## config.mk

```make
export PLATFORM = sky130hd
export DESIGN_NAME = wb_arbiter2
export DESIGN_NICKNAME = d
export VERILOG_FILES = /design/src/rtl/wb_arbiter2.sv
export SDC_FILE = /design/constraint.sdc
export NUM_CORES = 1
export LEC_CHECK = 0
export CORE_MARGIN = 10
export CORE_UTILIZATION = 35
export CTS_BUF_LIST = sky130_fd_sc_hd__clkbuf_8
export DETAILED_ROUTE_END_ITERATION = 7
export GPL_TIMING_DRIVEN = 0
export PLACE_DENSITY = 0.78
export RECOVER_POWER = 25
export SLEW_MARGIN = 25
export SYNTH_ARGS = -nofsm -noshare
export SYNTH_HDL_FRONTEND = slang
export SYNTH_SLANG_ARGS = --single-unit
```

## constraint.sdc

```tcl
create_clock -name clk -period 4.27 [get_ports clk]
set_input_delay 0.427 -clock clk [delete_from_list [all_inputs] [get_ports clk]]
set_output_delay 0.427 -clock clk [all_outputs]
set_load 0.1 [all_outputs]
```

## src/rtl/wb_arbiter2.sv

```systemverilog
// Two-master, one-slave Wishbone-style arbiter: round-robin grant, locked until
// slave ack or timeout, with a one-cycle idle slot on the slave bus between transfers.
module wb_arbiter2 #(
    parameter int AW      = 32,
    parameter int DW      = 32,
    parameter int TIMEOUT = 255
) (
    input  logic            clk,
    input  logic            rst_ni,

    input  logic            m0_stb,
    input  logic            m0_we,
    input  logic [AW-1:0]   m0_adr,
    input  logic [DW-1:0]   m0_dat,
    input  logic [DW/8-1:0] m0_sel,
    output logic            m0_ack,
    output logic            m0_err,

    input  logic            m1_stb,
    input  logic            m1_we,
    input  logic [AW-1:0]   m1_adr,
    input  logic [DW-1:0]   m1_dat,
    input  logic [DW/8-1:0] m1_sel,
    output logic            m1_ack,
    output logic            m1_err,

    output logic [DW-1:0]   m_dat,

    output logic            s_stb,
    output logic            s_we,
    output logic [AW-1:0]   s_adr,
    output logic [DW-1:0]   s_dat,
    output logic [DW/8-1:0] s_sel,
    input  logic [DW-1:0]   s_dat_i,
    input  logic            s_ack,

    output logic            gnt
);

    localparam int CW = (TIMEOUT > 0) ? $clog2(TIMEOUT + 1) : 1;
    localparam logic [CW-1:0] CNT_MAX = '1;
    localparam logic [CW-1:0] CNT_TC  = (TIMEOUT > 0) ? CW'(TIMEOUT - 1) : '0;

    // state   | meaning
    // IDLE    | arbitrate between live requests, no slave cycle
    // BUSY    | slave cycle in flight for master gnt_q
    // DONE    | one dead cycle on the slave bus before re-arbitration
    typedef enum logic [1:0] {
        ST_IDLE = 2'd0,
        ST_BUSY = 2'd1,
        ST_DONE = 2'd2
    } state_t;

    state_t            state_q;
    logic              gnt_q;
    logic              prio_q;
    logic [1:0]        stale_q;
    logic [CW-1:0]     cnt_q;
    logic              s_stb_q;
    logic              s_we_q;
    logic [AW-1:0]     s_adr_q;
    logic [DW-1:0]     s_dat_q;
    logic [DW/8-1:0]   s_sel_q;

    logic [1:0]        req;
    logic              pick;
    logic              busy;
    logic              tmo_hit;
    logic              tmo_fire;
    logic              xfer_end;

    assign req      = {m1_stb & ~stale_q[1], m0_stb & ~stale_q[0]};
    assign pick     = (req == 2'b11) ? prio_q : req[1];
    assign busy     = (state_q == ST_BUSY);
    assign tmo_hit  = (TIMEOUT != 0) && (cnt_q == CNT_TC);
    // ack has precedence over a timeout landing in the same cycle
    assign tmo_fire = busy & tmo_hit & ~s_ack;
    assign xfer_end = busy & (s_ack | tmo_hit);

    assign m0_ack = busy & ~gnt_q & s_ack;
    assign m1_ack = busy &  gnt_q & s_ack;
    assign m0_err = tmo_fire & ~gnt_q;
    assign m1_err = tmo_fire &  gnt_q;

    assign m_dat  = s_dat_i;
    assign s_stb  = s_stb_q;
    assign s_we   = s_we_q;
    assign s_adr  = s_adr_q;
    assign s_dat  = s_dat_q;
    assign s_sel  = s_sel_q;
    assign gnt    = gnt_q;

    always_ff @(posedge clk or negedge rst_ni) begin
        if (!rst_ni) begin
            state_q <= ST_IDLE;
            gnt_q   <= 1'b0;
            prio_q  <= 1'b0;
            stale_q <= 2'b00;
            cnt_q   <= '0;
            s_stb_q <= 1'b0;
            s_we_q  <= 1'b0;
            s_adr_q <= '0;
            s_dat_q <= '0;
            s_sel_q <= '0;
        end else begin
            // a completed master stays masked until its strobe is seen low
            stale_q <= stale_q & {m1_stb, m0_stb};
            case (state_q)
                ST_IDLE: begin
                    if (req != 2'b00) begin
                        gnt_q   <= pick;
                        s_we_q  <= pick ? m1_we  : m0_we;
                        s_adr_q <= pick ? m1_adr : m0_adr;
                        s_dat_q <= pick ? m1_dat : m0_dat;
                        s_sel_q <= pick ? m1_sel : m0_sel;
                        s_stb_q <= 1'b1;
                        cnt_q   <= '0;
                        state_q <= ST_BUSY;
                    end
                end
                ST_BUSY: begin
                    if (xfer_end) begin
                        s_stb_q        <= 1'b0;
                        stale_q[gnt_q] <= 1'b1;
                        prio_q         <= ~gnt_q;
                        state_q        <= ST_DONE;
                    end else if (cnt_q != CNT_MAX) begin
                        cnt_q <= cnt_q + 1'b1;
                    end
                end
                ST_DONE: begin
                    state_q <= ST_IDLE;
                end
                default: begin
                    state_q <= ST_IDLE;
                    s_stb_q <= 1'b0;
                end
            endcase
        end
    end

endmodule

```

### After elaboration in Yosys (flattened, before gate mapping)

Index checks and enable logic that the tools add are counted.

| word-level totals | value |
|---|---|
| register bits after elaboration | 84 |
| input port bits | 175 |
| output and inout bits | 107 |
| logic and storage cells | 69 |

| operators by class | value |
|---|---|
| add/subtract/negate cells | 1 |
| $lt $le $gt $ge | 2 |
| equality and inequality tests | 9 |
| mux-type cells | 19 |
| bitwise logic cells | 19 |
| reduce and logical (&&, ||, !) cells | 9 |

Operators with widths:

| operator | number |
|---|---|
| 32-bit two-way mux | 2 |
| 8-bit two-way mux | 3 |
| 8-bit one-hot mux with 2 select lines | 1 |
| 1-bit AND | 11 |
| 8-bit by 1-bit adder with 8-bit output (second input constant) | 1 |
| 8-bit equality test (second input constant) | 1 |
| 2-bit two-way mux | 4 |
| 8-bit != test (second input constant) | 1 |
| 2-bit AND reduction | 3 |
| 1-bit two-way mux | 5 |
| 1-bit inverter | 5 |
| 2-bit equality test (second input constant) | 2 |
| 4-bit two-way mux | 1 |
| 2-bit by 1-bit != test with 1-bit output (second input constant) | 2 |
| 2-bit != test (second input constant) | 2 |
| 2-bit one-hot mux with 2 select lines | 1 |
| 4-bit AND reduction | 1 |
| 2-bit nonzero test | 2 |
| 1-bit one-hot mux with 3 select lines | 1 |
| 3-bit AND reduction | 1 |
| 2-bit AND | 1 |
| 2-bit by 1-bit equality test with 1-bit output (second input constant) | 1 |
| 2-bit zero test | 1 |
| 1-bit by 2-bit < comparator with 1-bit output (second input constant) | 1 |
| other kinds (5) | 5 |

### Depth between registers and ports, before layout

| logic depth | value |
|---|---|
| depth after elaboration | 7 |
| gate-level depth with buffers | 6 |

### Worst setup path before layout

OpenSTA, ideal clock, no wires.

| timing | value |
|---|---|
| kind | register -> output |
| start point | reg gnt_q (netlist: gnt) |
| end point | out m1_err |
| data arrival time | 4.088 ns |
| required time | 3.843 ns |
| path slack | -0.245 ns |
| stages on the path, launching flop included | 3 |
| path buffers | 0 |
| cells stage by stage | dfrtp_1 inv_1 nor4_1 |

| on the way | value |
|---|---|
| cells in the longest elaborated chain, start to end | 1 |

RTL lines:

| item | RTL line | source |
|---|---|---|
| from (decl) | 55 | `logic gnt_q;` |
| from (signal assigned) | 111 | `gnt_q <= pick;` |
| 1-bit AND | 83 | `assign m1_err = tmo_fire & gnt_q;` |
| to (decl) | 25 | `output logic m1_err,` |

No other way between the ends.

### Worst setup path after layout

| timing | value |
|---|---|
| start point | reg cnt_q[0] |
| end point | out m0_err |

| on the way | value |
|---|---|
| cells in the longest elaborated chain, start to end | 4 |

RTL lines:

| item | RTL line | source |
|---|---|---|
| from (decl) | 58 | `logic [CW-1:0] cnt_q;` |
| from (signal assigned) | 128 | `cnt_q <= cnt_q + 1'b1;` |
| 8-bit equality test | 75 | `assign tmo_hit = (TIMEOUT != 0) && (cnt_q == CNT_TC);` |
| 1-bit AND (2 in series) | 77 | `assign tmo_fire = busy & tmo_hit & ~s_ack;` |
| 1-bit AND | 82 | `assign m0_err = tmo_fire & ~gnt_q;` |
| to (decl) | 17 | `output logic m0_err,` |

No other way between the ends.

==> impl_summary.md <==
Yosys
Ranked by total cell area, the synthesized netlist is headed by sky130_fd_sc_hd__dfrtp_1, sky130_fd_sc_hd__mux2i_1, sky130_fd_sc_hd__o21ai_1. The library cell with the highest instance count after synthesis is sky130_fd_sc_hd__dfrtp_1. Averaged over all synthesized cells, the footprint is 10.5 um2. The synthesized netlist occupies a cell area of 0.00440 mm2. The area share of the leading cell type in the synthesized netlist is 0.477. For this run, the number of Yosys warnings is 0.

The library cell occupying the most area in the post-synthesis netlist is sky130_fd_sc_hd__dfrtp_1. In this run, synthesis inferred 0 flip-flops with an integrated enable. The share of the Yosys chip area taken by registers is 0.477. The unique cell type count in the Yosys netlist is 44. The share of synthesized flip-flops with an asynchronous set or reset is 1.00. The synthesis-stage register bit count is 84. Counting every instance in the synthesized netlist gives 419. The most common flop cell mapped by yosys is sky130_fd_sc_hd__dfrtp_1. When the netlist entered floorplanning its net count stood at 596. Counting instances in the post-synthesis netlist gives the leading cell types as sky130_fd_sc_hd__dfrtp_1, sky130_fd_sc_hd__nand2_1, sky130_fd_sc_hd__o21ai_1.

Place
After detailed placement, the design holds a cell count of 837. The count of buffers added on input and output ports is 249. Detailed placement finished with a half-perimeter wire length of 13.0 mm. The final weighted congestion in routability-driven placement is 0.887.

Pwr
The sum of internal, switching and leakage power is 0.00654 W. The power per cell area is 896 mW/mm2. The analysis attributes to cell leakage a power of 3.19 nW. The worst-case vdd ir drop is 515 uV.

CTS
The cell sitting at the root of the clock tree is a sky130_fd_sc_hd__clkbuf_8. The clock insertion delay at the later pin of the skew report is 0.37 ns. The TritonCTS buffer count is 9. The clock passes through at most 2 buffers. The number of gates resized after CTS was 0. Clock-pin slew was measured on the worst setup and hold paths at 0.08 ns. The number of buffers added for setup after CTS is 0. The quantity of hold-fixing buffers added after cts is 0. TritonCTS built the clock tree. The maximum level of the CTS H-tree is 3. The TritonCTS sink count is 84.

Global route
The pin count of the biggest net entering global routing is 46. The via count of the first global-routing pass came to 4352. The initial antenna violation count is 0.

The overflow left after global routing is 0. For this run, the total global-route usage over all layers was measured as 0.173. The first-pass GRT wire length is 24.2 mm.

STA
The minimum period implied by the final worst setup slack is 3.27 ns. The slew at the pin closest to its max-slew limit is 2.24 ns. The count of final hold-check violations was 0.

The number of setup violations in the final report is 0. For the final database, setup skew stands at 0.00914 ns. Measured against its own limit, the worst slew margin works out to -0.494. The final-layout worst hold slack is 0.485 ns. Setup repair after global routing left no endpoint under its margin. Based on the critical path, the design can be clocked at up to 306 MHz. In the finished design, the share of the clock period the worst path needs comes to 0.765. The max-slew violation total from the final report is 40. The summed negative setup slack over all endpoints is 0 ns.

Floorplan
The floorplan step set the die height to 132 um. The number of rows in the core area is 40. The horizontal extent of the die is 132 um. The total area inside the core boundary comes to 0.0122 mm2.

The area enclosed by the die boundary is 0.0175 mm2. The starting utilization of the core area is 0.362. 282 I/O pins were placed.

Setup path
The endpoint identified for the worst register-to-register timing path is cnt_q[0]. For the worst setup path, the data arrival time is 2.84 ns. The capture point of the critical path is m0_err. The critical path startpoint is cnt_q[0]. The sort of element at the start of the critical path is a flip-flop. The cell depth of the worst flop-to-flop path is 6. The startpoint identified for the worst register-to-register timing path is cnt_q[0]. The category of the critical setup timing path is reg2out. Of all nets on the critical path, the largest fanout is 5. The worst setup path is captured at an output pin. For the worst setup path, the data required time is 3.84 ns. The worst reg-to-reg setup slack is 2.58 ns.

Route
The final layout contains routed wiring with a total length of 15.7 mm. In the routed layout, each cell is associated on average with a via count of 4.75. The number of DRC markers in iteration 0 is 198. Across all layers, the routed design uses 4051 vias. In the final routed layout, each cell accounts on average for 18.4 um. The detail route stage leaves a number of antenna-violating nets equal to 0. The DRC violations left is 0. The number of iterations in the first detailed-routing pass is 4.

Final layout
The antenna cell count is 0. The area growth from synthesis to layout is 65.8%. For this run, the number of standard cells in the final layout without fillers is 852. For this run, the share of the core covered by cells in the final layout is 0.600. Of the cells placed in the final design, the portion with a size suffix greater than 1 is 0.120. The final layout contains 857 nets.

Min path
In this run the worst hold path is classified as reg2reg. The depth of the worst hold-timing path is 2.

Run status
The checks that failed: capacitance limit, slew limit. The flow ran to the end, but the final reports show violations.

Run
The number of violations of the max-capacitance limit is 1.
[through the flow]
stage	setup slack [ns]	instance area [um2]
CTS	0.967	7300
global placement	-0.173	7110
detailed placement	1.23	7140
global route	0.782	7300
finish	1.00	7300
floorplan	0.0410	4410
[worst min-delay path by stage]
stage                end       from  slack (ns)
2_1_floorplan   cnt_q[0]     rst_ni        0.13
3_3_place_gp   s_adr[19]  s_adr[19]        0.47
3_5_place_dp   s_dat[13]     rst_ni        0.45
4_1_cts        s_dat[13]     rst_ni        0.04
5_1_grt            s_stb      s_stb        0.51
6_report        s_sel[3]   s_sel[3]        0.49
[cell usage in the layout, fill, tap and decap left out, drive strengths merged]
| master | instances |
|---|---|
| or2b | 1 |
| nor4 | 3 |
| inv | 6 |
| o22ai | 2 |
| a211oi | 2 |
| dfrtp | 84 |
| or2 | 2 |
| a22oi | 1 |
| mux2i | 70 |
| buf | 52 |
| ha | 2 |
| nand3 | 2 |
| xnor2 | 1 |
| nor2 | 3 |
| a22o | 2 |
| o21a | 3 |
| a41oi | 1 |
| and3 | 4 |
| nand2 | 74 |
| a21oi | 3 |
| a31o | 1 |
| a31oi | 7 |
| clkinvlp | 1 |
| and4 | 1 |
| a21boi | 1 |
| nor2b | 3 |
| clkbuf | 18 |
| o221ai | 1 |
| clkinv | 3 |
| o21ai | 76 |
| nand4 | 1 |
| clkdlybuf4s50 | 248 |
| o31a | 1 |
| a21o | 4 |
[logic make-up (layout without fill, tap and decap cells)]
family,after synthesis,in the layout,share of synthesized area
AO/OA/AOI/OAI,105,105,0.143
AND/OR/NAND/NOR,94,94,0.0944
flip-flops,84,84,0.477
multiplexers,70,70,0.159
buffers and inverters,63,328,0.119
adder cells (fa/ha/maj),2,2,0.00568
XOR/XNOR,1,1,0.00199
[worst max-delay path, stage by stage (launching register included)]
cell and delay (ns):
sky130_fd_sc_hd__dfrtp_1 0.42, sky130_fd_sc_hd__inv_1 0.11, sky130_fd_sc_hd__ha_1 0.15, sky130_fd_sc_hd__and3_2 0.29, sky130_fd_sc_hd__nand2_1 0.11, sky130_fd_sc_hd__nor4_1 0.21
sky130_fd_sc_hd__clkdlybuf4s50_1 1.19
[metal layers]
| metal | vias to the layer above | share of wire | track usage |
|---|---|---|---|
| met2 | 183 | 0.50 | 0.298 |
| met5 | - | 0 | 0 |
| li1 | 1947 | - | - |
| met4 | 0 | 0.012 | 0.0457 |
| met1 | 1908 | 0.41 | 0.192 |
| met3 | 13 | 0.086 | 0.0728 |
[state kept, by name, indices dropped and copies added, names as in the netlist, 2 cells and up]
register	cells
state_q	2
s_dat	32
s_adr	32
cnt_q	8
stale_q	2
s_sel	4
[layout make-up]
cell class,count,area [um2]
buffer,58,504
clock buffer,10,138
clock inverter,5,30.0
fill,1019,4860
inverter,5,18.8
multi-input combinational,272,1780
sequential,84,2100
tap,168,210
timing repair buffer,250,2510
[power by group]
group | internal, W | switching (W)
Combinational | 0.00120 | 0.00348
Sequential | 0.00116 | 0.000206
Clock | 0.000221 | 0.000283
Power figures use the tool's default switching activity.
